`config.mk`:
```
export PLATFORM = sky130hd
export DESIGN_NAME = seg7_scan_controller
export DESIGN_NICKNAME = d
export VERILOG_FILES = /design/src/rtl/seg7_pkg.sv /design/src/rtl/seg7_hex_decode.sv /design/src/rtl/seg7_scan_controller.sv
export SDC_FILE = /design/constraint.sdc
export NUM_CORES = 1
export LEC_CHECK = 0
export CAP_MARGIN = 20
export CELL_PAD_IN_SITES_DETAIL_PLACEMENT = 0
export CELL_PAD_IN_SITES_GLOBAL_PLACEMENT = 1
export CORE_MARGIN = 2
export CORE_UTILIZATION = 47
export DETAILED_ROUTE_END_ITERATION = 10
export DONT_BUFFER_PORTS = 1
export GPL_ROUTABILITY_DRIVEN = 0
export PLACE_DENSITY = 0.74
export SLEW_MARGIN = 20
export SYNTH_ARGS = -nofsm -noshare
export SYNTH_HDL_FRONTEND = slang
export SYNTH_SLANG_ARGS = --single-unit
```
`constraint.sdc`:
```
create_clock -name CLK100MHZ -period 2.9 [get_ports CLK100MHZ]
set_clock_uncertainty 0.2 [all_clocks]
set_input_delay 0.87 -clock CLK100MHZ [delete_from_list [all_inputs] [get_ports CLK100MHZ]]
set_output_delay 0.87 -clock CLK100MHZ [all_outputs]
set_load 0.005 [all_outputs]
```
`src/rtl/seg7_pkg.sv`:
```
// Shared constants for the seven-segment scan controller: segment decode table,
// SEG bit positions, all-off patterns and the slot phase type.
package seg7_pkg;

    typedef enum logic {
        BLANK = 1'b0,
        DRIVE = 1'b1
    } phase_t;

    localparam logic [7:0] AN_ALL_OFF  = 8'hFF;
    localparam logic [7:0] SEG_ALL_OFF = 8'hFF;

    // SEG[7:1] = CA..CG, SEG[0] = DP
    localparam int SEG_CA_BIT = 7;
    localparam int SEG_CG_BIT = 1;
    localparam int SEG_DP_BIT = 0;

    // Active-low {CA,CB,CC,CD,CE,CF,CG}, entry 15 first
    localparam logic [15:0][6:0] HEX_SEG = {
        7'b0111000,  // F
        7'b0110000,  // E
        7'b1000010,  // d
        7'b0110001,  // C
        7'b1100000,  // b
        7'b0001000,  // A
        7'b0000100,  // 9
        7'b0000000,  // 8
        7'b0001111,  // 7
        7'b0100000,  // 6
        7'b0100100,  // 5
        7'b1001100,  // 4
        7'b0000110,  // 3
        7'b0010010,  // 2
        7'b1001111,  // 1
        7'b0000001   // 0
    };

endpackage

```
`src/rtl/seg7_hex_decode.sv`:
```
// Purpose: hex nibble to active-low {CA..CG} segment pattern.
// Latency: combinational.
// Backpressure: none.
module seg7_hex_decode
    import seg7_pkg::*;
(
    input  logic [3:0] nibble,
    output logic [6:0] seg_n
);

    assign seg_n = HEX_SEG[nibble];

endmodule

```
`src/rtl/seg7_scan_controller.sv`:
```
// Purpose: 8-digit multiplexed display scan with per-slot blanking and frame-aligned double buffer.
// Latency: AN/SEG registered; a load is promoted at the next frame boundary (<= 1 frame + 1 cycle).
// Backpressure: load_ready low while the pending buffer holds an unpromoted load.
module seg7_scan_controller
    import seg7_pkg::*;
#(
    parameter int TICKS_PER_SLOT = 100_000,
    parameter int BLANK_TICKS    = 5_000
) (
    input  logic        CLK100MHZ,
    input  logic        CPU_RESETN,
    input  logic        load_valid,
    output logic        load_ready,
    input  logic [31:0] load_digits,
    input  logic [7:0]  load_dp,
    input  logic [7:0]  load_mask,
    output logic [7:0]  AN,
    output logic [7:0]  SEG,
    output logic        frame_start
);

    localparam int CW = $clog2(TICKS_PER_SLOT);
    localparam logic [CW-1:0] SLOT_LAST = CW'(TICKS_PER_SLOT - 1);
    localparam logic [CW-1:0] BLANK_END = CW'(BLANK_TICKS);

    phase_t        state, state_nxt;
    logic [CW-1:0] slot_cnt, slot_cnt_nxt;
    logic [2:0]    idx, idx_nxt;

    logic [31:0]   act_digits, pend_digits;
    logic [7:0]    act_dp, pend_dp;
    logic [7:0]    act_mask, pend_mask;
    logic          pending_full;

    logic          slot_end;
    logic          boundary;
    logic          accept;
    logic [6:0]    dec_seg;
    logic [7:0]    an_nxt, seg_nxt;

    assign slot_end   = (slot_cnt == SLOT_LAST);
    assign boundary   = slot_end && (idx == 3'd7);
    assign load_ready = ~pending_full;
    assign accept     = load_valid && load_ready;

    seg7_hex_decode u_dec (
        .nibble (act_digits[{idx, 2'b00} +: 4]),
        .seg_n  (dec_seg)
    );

    // Phase follows the value slot_cnt is about to take, so outputs switch on the entry edge
    always_comb begin
        state_nxt    = state;
        slot_cnt_nxt = slot_cnt + CW'(1);
        idx_nxt      = idx;
        if (slot_end) begin
            slot_cnt_nxt = '0;
            idx_nxt      = idx + 3'd1;
            state_nxt    = BLANK;
        end else if ((slot_cnt + CW'(1)) >= BLANK_END) begin
            state_nxt = DRIVE;
        end
    end

    // idx and the active set never change on a DRIVE-entry edge, so current values are safe here
    always_comb begin
        an_nxt  = AN_ALL_OFF;
        seg_nxt = SEG_ALL_OFF;
        if (state_nxt == DRIVE && act_mask[idx]) begin
            an_nxt                          = ~(8'd1 << idx);
            seg_nxt[SEG_CA_BIT:SEG_CG_BIT]  = dec_seg;
            seg_nxt[SEG_DP_BIT]             = ~act_dp[idx];
        end
    end

    always_ff @(posedge CLK100MHZ or negedge CPU_RESETN) begin
        if (!CPU_RESETN) begin
            state       <= BLANK;
            slot_cnt    <= '0;
            idx         <= 3'd0;
            AN          <= AN_ALL_OFF;
            SEG         <= SEG_ALL_OFF;
            frame_start <= 1'b0;
        end else begin
            state       <= state_nxt;
            slot_cnt    <= slot_cnt_nxt;
            idx         <= idx_nxt;
            AN          <= an_nxt;
            SEG         <= seg_nxt;
            frame_start <= boundary;
        end
    end

    // A load can only be accepted while empty, so promotion and capture never collide
    always_ff @(posedge CLK100MHZ or negedge CPU_RESETN) begin
        if (!CPU_RESETN) begin
            act_digits   <= '0;
            act_dp       <= '0;
            act_mask     <= '0;
            pend_digits  <= '0;
            pend_dp      <= '0;
            pend_mask    <= '0;
            pending_full <= 1'b0;
        end else begin
            if (boundary && pending_full) begin
                act_digits   <= pend_digits;
                act_dp       <= pend_dp;
                act_mask     <= pend_mask;
                pending_full <= 1'b0;
            end else if (accept) begin
                pend_digits  <= load_digits;
                pend_dp      <= load_dp;
                pend_mask    <= load_mask;
                pending_full <= 1'b1;
            end
        end
    end

endmodule

```
==> flow_metrics.tcl <==
set metrics [dict create \
    rows 41 \
    max-slew-margin-rel_pct 71.38 \
    cts_setup_buffers 0 \
    antenna_left 0 \
    viasPerCell 5.345 \
    cp_top_family "simple AND/OR/NAND/NOR gates" \
    path_clk_slew_ps 60 \
    use_met3_pct 6.395 \
    cts-htree-levels 4 \
    root_buffer "clkbuf_16" \
    maxCapViolCount 0 \
    drv_slew 0 \
    start_util_pct 48.03 \
    port_buffers 0 \
    grt_pass1_vias 3626 \
    synth_area_um2 6061 \
    antenna_found_initial 1 \
    status "finished, violations left" \
    wl_per_cell_um 17.24 \
    peakVddDrop_uv 451.8 \
    drc 0 \
    async_reset_ff_share_pct 100.0 \
    end_kind "flop" \
    required_ps 3000 \
    final_hold_viol_count 64 \
    via_count 3469 \
    min_path_type "in -> async" \
    clkSinkCount 135 \
    reg2reg_setup_slack_ps 210 \
    setup_viol 0 \
    die_y_um 117.6 \
    post-route-period-util_pct 92.72 \
    synth.top_cell.area_share_pct 49.13 \
    ioPinCount 69 \
    violations "negative hold slack" \
    grt.overflow.total 0 \
    synth_edf_count 0 \
    synth_top_area_cell "dfrtp_1" \
    tightest_slew_ps 428.3 \
    final_common_cell "dfrtp_1" \
    routed_wl_mm 11.19 \
    clockBufferDepth 2 \
    top_usage_layer "met2" \
    drt-initial-drc-count 159 \
    crit_path_max_fanout 32 \
    worst_path_largest_cell_delay_ps 520 \
    dr.pass1.iters 4 \
    core_area_um2 12620 \
    synth_area_leaders "dfrtp_1 (49%), mux2_2 (17%), dfstp_2 (6.9%)" \
    hold_ws_ps -44.81 \
    cp-start-kind "flop" \
    grt_max_degree 136 \
    leakagePower_nw 3.113 \
    rsz0062_at_grt "false" \
    worstPathCellList "ha_1 -> nand2_1 -> or4_4 -> nor4_4 -> inv_2 -> nor3_4 -> buf_12 -> mux2_2" \
    crit_type "reg -> reg" \
    design_area_um2 6945 \
    layout-drive-gt1-share_pct 37.11 \
    place_area_um2 6316 \
    layout_min_cycle_time_ps 2689 \
    crit_arrival_ps 2790 \
    nets 529 \
    track_usage_pct 17.63 \
    synth_nets 517 \
    insertion_delay_ps 420 \
    fmax_mhz 371.9 \
    die_area_um2 13820 \
    cts_tree "built" \
    pre_cts_ws_ps 144.3 \
    mostFrequentLayoutCells "dfrtp_1 (118), mux2_2 (90), nor2_1 (34), nand2_1 (31), clkbuf_16 (17)" \
    p_per_area_nw_per_um2 618.8 \
    worst_slack_ps 211.2 \
    ys_ff_latch 135 \
    antenna_cells 0 \
    grt_pass1_wl_mm 18.92 \
    use_met1_pct 23.81 \
    path_buf_inv 2 \
    ys_seq_area_share_pct 56.07 \
    cp_slowest_cell "or4_4" \
    yosysWarnings 0 \
    yosysUniqueCellTypes 45 \
    syn_to_final_growth_pct 14.60 \
    die_w_um 117.6 \
    cts_inserted_buffers 17 \
    tns_ps 0 \
    grtUsageMet2_pct 26.43 \
    synthCells 452 \
    ys.flop_type "dfrtp_1" \
    dpl.hpwl_mm 7.769 \
    syn-mean-instance-area_um2 13.41 \
]
-- per-layer routing --
metal / vias up / routed length (um)
li1: 1617 / -
met1: 1755 / 5177
met2: 83 / 5267
met3: 12 / 602
met4: 2 / 128
met5: - / 13
-- stage by stage --
| step | power [mW] | cells | hold WS [ps] | utilization (%) |
|---|---|---|---|---|
| after floorplan | 2.088 | 452 | 252.4 | - |
| after global placement | 2.112 | 617 | 263.0 | 50.05 |
| after detailed placement | 2.118 | 617 | 274.3 | 50.05 |
| after CTS | 4.364 | 649 | -69.94 | 55.00 |
| after global routing | 4.469 | 649 | -75.42 | 55.04 |
| final | 4.298 | 649 | -44.81 | 55.04 |
-- registers in the layout, summed over array words and instances (netlist names) --
signal,count
AN,8
SEG,8
act_digits,32
act_dp,8
act_mask,8
frame_start,1
idx,3
pend_digits,32
pend_dp,8
pend_mask,8
pending_full,1
slot_cnt,17
state,1
-- path summary, 6_finish.rpt --
check	start	endpoint	depth (start not counted)
worst max-delay path	slot_cnt[1]	act_digits[0]	8
worst min-delay path	CPU_RESETN	slot_cnt[13]	0
worst max register to register	slot_cnt[1]	act_digits[0]	8
worst min register to register	act_dp[5]	act_dp[5]	1
max in group asynchronous	CPU_RESETN	slot_cnt[1]	0
min in group CLK100MHZ	act_dp[5]	act_dp[5]	1
-- area by class of cell --
| class | instances | area (um^2) |
|---|---|---|
| repair buffers | 15 | 153.9 |
| flip-flops and latches | 135 | 3400 |
| fillers | 1093 | 5674 |
| inverters | 11 | 41.29 |
| well taps | 172 | 215.2 |
| clock inverters | 13 | 171.4 |
| clock buffers | 19 | 452.9 |
| multi-input cells | 284 | 2511 |
-- power by group --
group / total (mW) / switching, mW / internal [mW]
clock network: 2.22 / 0.809 / 1.41
registers: 2.01 / 0.0449 / 1.96
logic: 0.0732 / 0.0168 / 0.0563
-- timing repair --
action                                  in CTS  in global routing
hold endpoints to repair                   119                119
gates resized for setup                      0                  2
endpoints found under the setup margin       0                 16
-- cell usage after synthesis, types with 2 or more instances --
library cell	instances
buf_6	2
a211oi_1	2
nand4b_1	2
xnor2_1	7
nor4_1	2
mux2_1	9
and3_1	2
o211ai_1	3
o22ai_1	2
and2_1	2
inv_2	2
nand3_1	9
nand4_1	4
a21o_1	2
nor3_1	5
a21oi_1	5
dfrtp_1	119
or3b_2	2
mux2i_1	9
buf_2	4
buf_4	4
nand2_1	31
buf_1	6
mux4_2	12
o21ai_0	4
xor2_1	9
a31o_2	2
ha_1	14
dfstp_2	16
nand2b_1	5
nor2_1	34
nor2b_1	2
or3_1	3
nor3b_1	3
clkbuf_1	6
mux2_2	90
inv_1	9
-- kinds of logic after synthesis --
group                      synth area share [%]
xor gates and xnor gates                  2.312
buffers and inverters                     2.622
DFF                                       56.07
and+or+nand+nor                           9.228
AOI/OAI and AO/OA                         2.539
muxes                                     24.34
adders and majority gates                 2.890
Note: power is estimated with default switching activity, not from simulation.
